--- src/rtl/regfile_pkg.sv ---
// Shared types and helpers for the multiport register file.
package regfile_pkg;

    typedef enum logic {
        RF_CLEAR = 1'b0,
        RF_IDLE  = 1'b1
    } rf_state_t;

    // Number of entries addressed by an addr_w-bit address.
    function automatic int unsigned rf_depth(input int unsigned addr_w);
        return 32'd1 << addr_w;
    endfunction

endpackage

--- src/rtl/regfile_clear_ctrl.sv ---
// Clear sequencer: sweeps every entry to zero after reset or on request,
// then idles with ready high until the next clear request.
module regfile_clear_ctrl
    import regfile_pkg::*;
#(
    parameter int ADDR_W = 5
) (
    input  logic              clk,
    input  logic              rst,
    input  logic              clr_i,
    output logic              ready_o,
    output logic              clr_we_o,
    output logic [ADDR_W-1:0] clr_addr_o
);

    rf_state_t         state_q, state_d;
    logic [ADDR_W-1:0] cnt_q, cnt_d;

    // State and sweep counter registers; reset restarts the sweep from entry 0.
    always_ff @(posedge clk or posedge rst) begin
        if (rst) begin
            state_q <= RF_CLEAR;
            cnt_q   <= '0;
        end else begin
            state_q <= state_d;
            cnt_q   <= cnt_d;
        end
    end

    // Next-state and outputs; the last entry (all-ones address) ends the sweep.
    always_comb begin
        state_d    = state_q;
        cnt_d      = cnt_q;
        ready_o    = 1'b0;
        clr_we_o   = 1'b0;
        clr_addr_o = cnt_q;
        case (state_q)
            RF_CLEAR: begin
                clr_we_o = 1'b1;
                if (cnt_q == '1) begin
                    state_d = RF_IDLE;
                    cnt_d   = '0;
                end else begin
                    cnt_d = cnt_q + ADDR_W'(1);
                end
            end
            RF_IDLE: begin
                ready_o = 1'b1;
                if (clr_i) begin
                    state_d = RF_CLEAR;
                    cnt_d   = '0;
                end
            end
            default: begin
                state_d = RF_CLEAR;
                cnt_d   = '0;
            end
        endcase
    end

endmodule

--- src/rtl/multiport_register_file.sv ---
// Multiport register file: NUM_RD async read ports, NUM_WR sync write ports,
// optional hardwired-zero entry 0, hardware clear sweep and write-conflict flag.
// Optional feature: define RF_BYPASS_EN for write-first (same-cycle) read bypass;
// undefined gives read-first behaviour.
module multiport_register_file
    import regfile_pkg::*;
#(
    parameter int DATA_W   = 32,
    parameter int ADDR_W   = 5,
    parameter int NUM_RD   = 2,
    parameter int NUM_WR   = 1,
    parameter int ZERO_REG = 1
) (
    input  logic                     clk,
    input  logic                     rst,
    input  logic                     clr,
    input  logic [NUM_RD*ADDR_W-1:0] ra,
    output logic [NUM_RD*DATA_W-1:0] rd,
    input  logic [NUM_WR-1:0]        we,
    input  logic [NUM_WR*ADDR_W-1:0] wa,
    input  logic [NUM_WR*DATA_W-1:0] wd,
    output logic                     ready,
    output logic                     wr_conflict
);

    localparam int unsigned DEPTH = rf_depth(ADDR_W);

    logic [DATA_W-1:0] mem_q [DEPTH];
    logic              clr_we;
    logic [ADDR_W-1:0] clr_addr;
    logic [NUM_WR-1:0] wr_ok;
    logic              conflict_d;
    logic              wr_conflict_q;

    regfile_clear_ctrl #(
        .ADDR_W (ADDR_W)
    ) u_clear_ctrl (
        .clk        (clk),
        .rst        (rst),
        .clr_i      (clr),
        .ready_o    (ready),
        .clr_we_o   (clr_we),
        .clr_addr_o (clr_addr)
    );

    // Qualify each write port: only in IDLE, and never to a hardwired-zero entry 0.
    always_comb begin
        wr_ok = '0;
        for (int unsigned j = 0; j < NUM_WR; j++) begin
            wr_ok[j] = we[j] && ready &&
                       !((ZERO_REG != 0) && (wa[j*ADDR_W +: ADDR_W] == '0));
        end
    end

    // Flag any pair of qualified write ports that target the same entry.
    always_comb begin
        conflict_d = 1'b0;
        for (int unsigned j = 0; j < NUM_WR; j++) begin
            for (int unsigned k = j + 1; k < NUM_WR; k++) begin
                if (wr_ok[j] && wr_ok[k] &&
                    (wa[j*ADDR_W +: ADDR_W] == wa[k*ADDR_W +: ADDR_W])) begin
                    conflict_d = 1'b1;
                end
            end
        end
    end

    // Conflict flag holds for exactly the cycle after the colliding writes.
    always_ff @(posedge clk or posedge rst) begin
        if (rst) begin
            wr_conflict_q <= 1'b0;
        end else begin
            wr_conflict_q <= conflict_d;
        end
    end

    assign wr_conflict = wr_conflict_q;

    // Storage update: the sweep owns the array while clearing; otherwise ports are
    // applied in ascending order so the highest-index port wins on collisions.
    always_ff @(posedge clk) begin
        if (clr_we) begin
            mem_q[clr_addr] <= '0;
        end else begin
            for (int unsigned j = 0; j < NUM_WR; j++) begin
                if (wr_ok[j]) begin
                    mem_q[wa[j*ADDR_W +: ADDR_W]] <= wd[j*DATA_W +: DATA_W];
                end
            end
        end
    end

    // Read muxes: zero while clearing or for hardwired entry 0; optional write-first bypass.
    always_comb begin
        rd = '0;
        for (int unsigned i = 0; i < NUM_RD; i++) begin
            rd[i*DATA_W +: DATA_W] = mem_q[ra[i*ADDR_W +: ADDR_W]];
`ifdef RF_BYPASS_EN
            for (int unsigned j = 0; j < NUM_WR; j++) begin
                if (wr_ok[j] && (wa[j*ADDR_W +: ADDR_W] == ra[i*ADDR_W +: ADDR_W])) begin
                    rd[i*DATA_W +: DATA_W] = wd[j*DATA_W +: DATA_W];
                end
            end
`endif
            if (!ready || ((ZERO_REG != 0) && (ra[i*ADDR_W +: ADDR_W] == '0))) begin
                rd[i*DATA_W +: DATA_W] = '0;
            end
        end
    end

endmodule
--- config.mk ---
export PLATFORM = sky130hd
export DESIGN_NAME = multiport_register_file
export DESIGN_NICKNAME = d
export VERILOG_FILES = /design/src/rtl/regfile_pkg.sv /design/src/rtl/regfile_clear_ctrl.sv /design/src/rtl/multiport_register_file.sv
export SDC_FILE = /design/constraint.sdc
export NUM_CORES = 1
export LEC_CHECK = 0
export CAP_MARGIN = 20
export CELL_PAD_IN_SITES_DETAIL_PLACEMENT = 0
export CELL_PAD_IN_SITES_GLOBAL_PLACEMENT = 1
export CORE_UTILIZATION = 51
export DETAILED_ROUTE_END_ITERATION = 7
export DONT_BUFFER_PORTS = 1
export HOLD_SLACK_MARGIN = 0.05
export PLACE_DENSITY_LB_ADDON = 0.1
export SLEW_MARGIN = 20
export SYNTH_ARGS = -nofsm -noshare
export SYNTH_HDL_FRONTEND = slang
export SYNTH_HIERARCHICAL = 1
export SYNTH_SLANG_ARGS = --single-unit
--- constraint.sdc ---
create_clock -name clk -period 4.4 [get_ports clk]
set_input_delay 0.44 -clock clk [delete_from_list [all_inputs] [get_ports clk]]
set_output_delay 0.44 -clock clk [all_outputs]
set_load 0.01 [all_outputs]
=== Word level (Yosys, flattened, before mapping) ===
Memories as Yosys holds them, arrays and structs flattened.
Cells that the tools add are included.

* Add/sub/neg operators: 1
* Eq/ne operators: 2
* Muxes and demuxes: 16
* Bitwise logic cells: 1
* Reductions and logical operators: 10

{| class="wikitable"
|+ Operators with widths
! cell !! count
|-
| $mux 32 || 3
|-
| $reduce_or 32->1 || 1
|-
| $logic_not 5->1 || 3
|-
| $mux 5 || 3
|-
| $pmux 5 s2 || 1
|-
| $mux 1 || 8
|-
| $add 5x1->5 const B || 1
|-
| $eq 5x5->1 const B || 1
|-
| $logic_and 1x1->1 || 2
|-
| $logic_not 1->1 || 2
|-
| $logic_or 1x1->1 || 2
|-
| $ne 2x2->1 const B || 1
|-
| $pmux 1 s2 || 1
|-
| $not 1->1 || 1
|}

* Bits in registers: 6
* Memory bits (writable): 1024
* Bits of input ports: 51
* Output and inout port bits: 66
* Word-level logic and storage cells: 33
* Memories: 1

{| class="wikitable"
|+ Memories
! memory !! depth !! bits a word !! read ports !! clocked after memory_dff !! write ports !! RTL line !! source
|-
| mem_q || 32 || 32 || 2 || 0 || 1 || multiport_register_file.sv:28 || <nowiki>logic [DATA_W-1:0] mem_q [DEPTH];</nowiki>
|}

=== Longest topological paths before layout ===
* Depth after elaboration: 8
* Gate-level depth with buffers: 9
* Gate-level depth less buffers: 6

=== By module ===
Netlist, hierarchy kept.

{| class="wikitable"
|+ By module, submodules not included
! module !! times used !! cells an instance !! area an instance (sq um) !! sequential area each (sq um)
|-
| multiport_register_file || 1 || 2333 || 47406.7 || 30749.5
|-
| regfile_clear_ctrl || 1 || 27 || 296.5 || 150.1
|}

=== Worst setup path after synthesis ===
No wires, ideal clock.

* Path kind: reg-to-reg
* From: reg u_clear_ctrl.state_q
* To: mem mem_q[17][0] (enable)
* Library setup time: 0.461 ns
* Arrival: 3.885 ns
* Required time: 3.939 ns
* Slack: 0.054 ns
* Cell stages (with the launch flop): 6
* Buffers on the path: 0
* Clock period less this slack: 4.346 ns
* Path through: dfrtp_1 > inv_1 > nand3b_1 > a21oi_1 > o21ai_1 > nor3_1

* Longest elaborated chain between the ends: 8
* Elaborated cells on any way between the ends: 10
* Those cells by class: mux (7); reduce/logical (3)

{| class="wikitable"
|+ RTL lines
! item !! RTL line !! source
|-
| from (decl) || regfile_clear_ctrl.sv:16 || <nowiki>rf_state_t state_q, state_d;</nowiki>
|-
| from (signal assigned) || regfile_clear_ctrl.sv:25 || <nowiki>state_q <= state_d;</nowiki>
|-
| $mux 1 || regfile_clear_ctrl.sv:37 || <nowiki>case (state_q)</nowiki>
|-
| $logic_and 1x1->1 (2 in series) || multiport_register_file.sv:50 || <nowiki>wr_ok[j] = we[j] && ready &&</nowiki>
|-
| $mux 1 || multiport_register_file.sv:86 || <nowiki>if (wr_ok[j]) begin</nowiki>
|-
| $mux 1 || multiport_register_file.sv:82 || <nowiki>if (clr_we) begin</nowiki>
|-
| $mux 1 (implied by the code) || multiport_register_file.sv:87 || <nowiki>mem_q[wa[j*ADDR_W +: ADDR_W]] <= wd[j*DATA_W +: DATA_W];</nowiki>
|-
| $reduce_or 32->1 (no source line) || n/a ||
|-
| $mux 5 (no source line) / $mux 1 (equally long branches) || n/a ||
|-
| to (decl) || multiport_register_file.sv:28 ||
|}

Several ways; a longest one is shown, not always the timed one.

=== Final worst setup path ===
* From: in ra[6]
* To: out rd[58]

* Longest elaborated chain between the ends: 3
* Elaborated cells on any way between the ends: 4
* Those cells by class: mux (1); reduce/logical (2); memory (1)

{| class="wikitable"
|+ RTL lines
! item !! RTL line !! source
|-
| from (decl) || multiport_register_file.sv:17 || <nowiki>input logic [NUM_RD*ADDR_W-1:0] ra,</nowiki>
|-
| branches (longest 2 deep; another with $mem_v2 32x32) || n/a ||
|-
| $mux 32 * || multiport_register_file.sv:105 || <nowiki>if (!ready || ((ZERO_REG != 0) && (ra[i*ADDR_W +: ADDR_W] == '0))) begin</nowiki>
|-
| to (decl) || multiport_register_file.sv:18 || <nowiki>output logic [NUM_RD*DATA_W-1:0] rd,</nowiki>
|}

Mark *: on every way between the ends.

==> run summary <==
Slew Limit Headroom = 27.1%
Max-Cap Viols = 0
sequential share of the synthesized area = 64.8%
Mean Syn Cell Area = 20.2 um^2
CTS H-tree lvls = 3
Post-synth EDFFs = 1024
cell area after synthesis = 47700 um^2
clock latency at the later pin of the worst-skew pair = 690 ps
Routed WL = 141000 um
dpl hpwl = 77700 um
setup TNS = 0 ps
Global Route Usage Sum = 30.2%
DRC violations left = 0
P&R area growth vs syn = 10.8%
RSZ-0062 raised after global routing = false
predominant post-synthesis flop cell = edfxtp_1
cell mode on critical path = buf_4
synthesized instance count = 2360
via count = 26500
Max Clock Freq = 0.282 GHz
Slew Limit Fails = 0
Nets = 2426
worst path bufs/invs = 2
CTS max path bufs = 3
Synth warnings = 6
CP Data Required Time = 3960 ps
initial antenna violation count = 8
Num CTS Buffers = 108
Reg clk slew, reported paths = 60 ps
crit-path max FO = 80
clock share of power = 36.9%
die area = 94800 um^2
post-layout min period = 3550 ps
Switching Share = 25.7%
Crit. Startpoint = ra[6]
Die Wd = 308 um
vias in the first global route = 27200
leakage power = 17.4 nW
Via density = 7.13
crit start category = primary input
Reg2Reg Setup Slack = 1030 ps
GRT overflow = 0
largest net degree at the start of global routing = 319
NetSw = 6.33 mW
DRT Pass-1 Iters = 5
antenna viol nets, final = 0
CP endpoint kind = output pin
status = finished clean
Post-DP Area = 49300 um^2
fin area = 52900 um^2
P_int = 18.3 mW
Seq cells post-synth = 1030
Worst-Margin Slew = 1090 ps
CTS tree = yes
FFs w/ async S/R, synth = 0.583%
Netlist cell types = 56
first-pass GRT wire length = 201000 um
Tcrit/Tclk final = 80.6%
Worst Skew = 25.2 ps
Final Hold Viols = 0
critical path type = in -> out
crit-path cells = or3b_2 > buf_4 > o22ai_1 > a2111oi_0 > buf_4 > a211oi_1
sequential share of power = 49.1%
CP top delay family = compound AO/OA/AOI/OAI gates
Hold Path Class = in -> async
I/O Buffers = 0
Initial Utilization = 51.7%
most frequent cells in the layout = edfxtp_1, mux4_2, mux2i_1, clkbuf_16, buf_4
combinational group share of total power = 14.0%
Max stage delay on crit path = 810 ps
Post-CTS Setup Inserts = 0
wire per inst = 37.9 um
Max VDD drop = 374 uV
Core Area = 92200 um^2
Rows = 111
Synth Net Count = 2413
RR Startpoint = u_clear_ctrl/state_q
initial DRC count = 3042
CP Data Arrival Time = 3110 ps
# IOs = 117
Power per Cell Area = 466 nW/um^2
TritonCTS sink count = 1030
die height = 308 um
layout cells sized above 1 = 31.4%
setup violation total in the final timing report = 0
most common cell after layout, fill and taps aside = edfxtp_1
GP Congestion = 0.859
slowest CP cell = or3b_2
clk root buf = clkbuf_16
-- worst paths after layout --
kind | endpoint | depth (start not counted)
min reg2reg | u_clear_ctrl/state_q | 1
max reg2reg | mem_q[22][13] | 8
min | u_clear_ctrl/clr_addr_o[4] | 2
min in group clk | mem_q[14][12] | 2
max in group asynchronous | u_clear_ctrl/clr_addr_o[3] | 2
max | rd[58] | 6
-- worst register-to-register path: cells and delay by family, from the launching register on --
kind	cells	cell delay (ps)
compound gates	2	570
buf+inv	4	970
simple gates	2	1060
flops	1	450
-- what timing repair did --
item	4_1_cts	5_1_grt
endpoints found under the hold margin	12	0
hold buffers	2	0
gates resized for setup	0	0
-- cell type report --
type / instances / area [um^2]
flip-flops and latches: 1030 / 30900
inverters: 5 / 18.8
clock buffers: 131 / 2850
well taps: 1243 / 1560
clock inverters: 70 / 639
diodes: 4 / 10.0
fillers: 6905 / 39300
multi-input cells: 1133 / 16100
repair buffers: 95 / 772
-- Yosys cell counts, types with 7 or more instances --
library cell  count  area share, %
a2111oi_0        24           0.44
nand3b_1          7           0.11
o22a_1           32           0.59
buf_2            61           0.64
mux4_2          450             21
buf_6            12           0.28
o221ai_1         62            1.1
a211oi_1         25           0.39
o22ai_1          33           0.43
clkbuf_1         91           0.72
buf_4            18           0.28
and2_1           33           0.43
a22o_1           32           0.59
a21oi_1          33           0.35
nor3_1           20           0.21
a22oi_1          30           0.47
buf_1             8          0.063
nand2_1          10          0.079
mux2i_1         252            5.3
nor2_1           21           0.17
edfxtp_1       1024             64
-- power by group through the flow --
stage	Combinational, mW	Clock, mW	Sequential, mW
global placement	3.40	0	12.3
finish	3.46	9.08	12.1
CTS	3.45	9.19	12.1
floorplan	2.25	0	12.2
global route	3.58	9.53	12.2
detailed placement	3.44	0	12.3
-- state kept, by name, summed over array words and instances (netlist names) --
register	flops
u_clear_ctrl/clr_addr_o	5
mem_q	1024
u_clear_ctrl/state_q	1
-- per-stage QoR --
stage / utilization [%] / cells / setup slack [ps] / power [mW] / hold slack [ps]
finish: 57.3 / 3711 / 852 / 24.6 / 116
CTS: 57.3 / 3707 / 856 / 24.7 / 91.1
global placement: 53.4 / 3503 / 720 / 15.7 / 260
detailed placement: 53.5 / 3504 / 992 / 15.7 / 278
floorplan: - / 2360 / 54.3 / 14.4 / 231
global route: 57.3 / 3707 / 879 / 25.3 / 112
-- logic make-up (layout without fill, tap and decap cells) --
group	count (synthesis)	after routing	synth area share, %
AO/OA/AOI/OAI	303	303	5.03
XOR/XNOR	1	1	0.0184
adder cells (fa/ha/maj)	2	2	0.0524
buffers and inverters	197	301	2.09
flip-flops	1030	1030	64.8
multiplexers	703	703	26.6
other	1	5	0.00786
AND/OR/NAND/NOR	123	123	1.47
-- layer usage --
metal	track usage (%)	vias to the layer above	share of wire, %
met5	0	-	0.033
met4	11.4	8	4.1
met3	5.96	306	9.0
met2	47.6	1391	48
met1	41.9	14300	39
li1	-	10400	-
No activity file was read; power rests on OpenSTA's default activity.
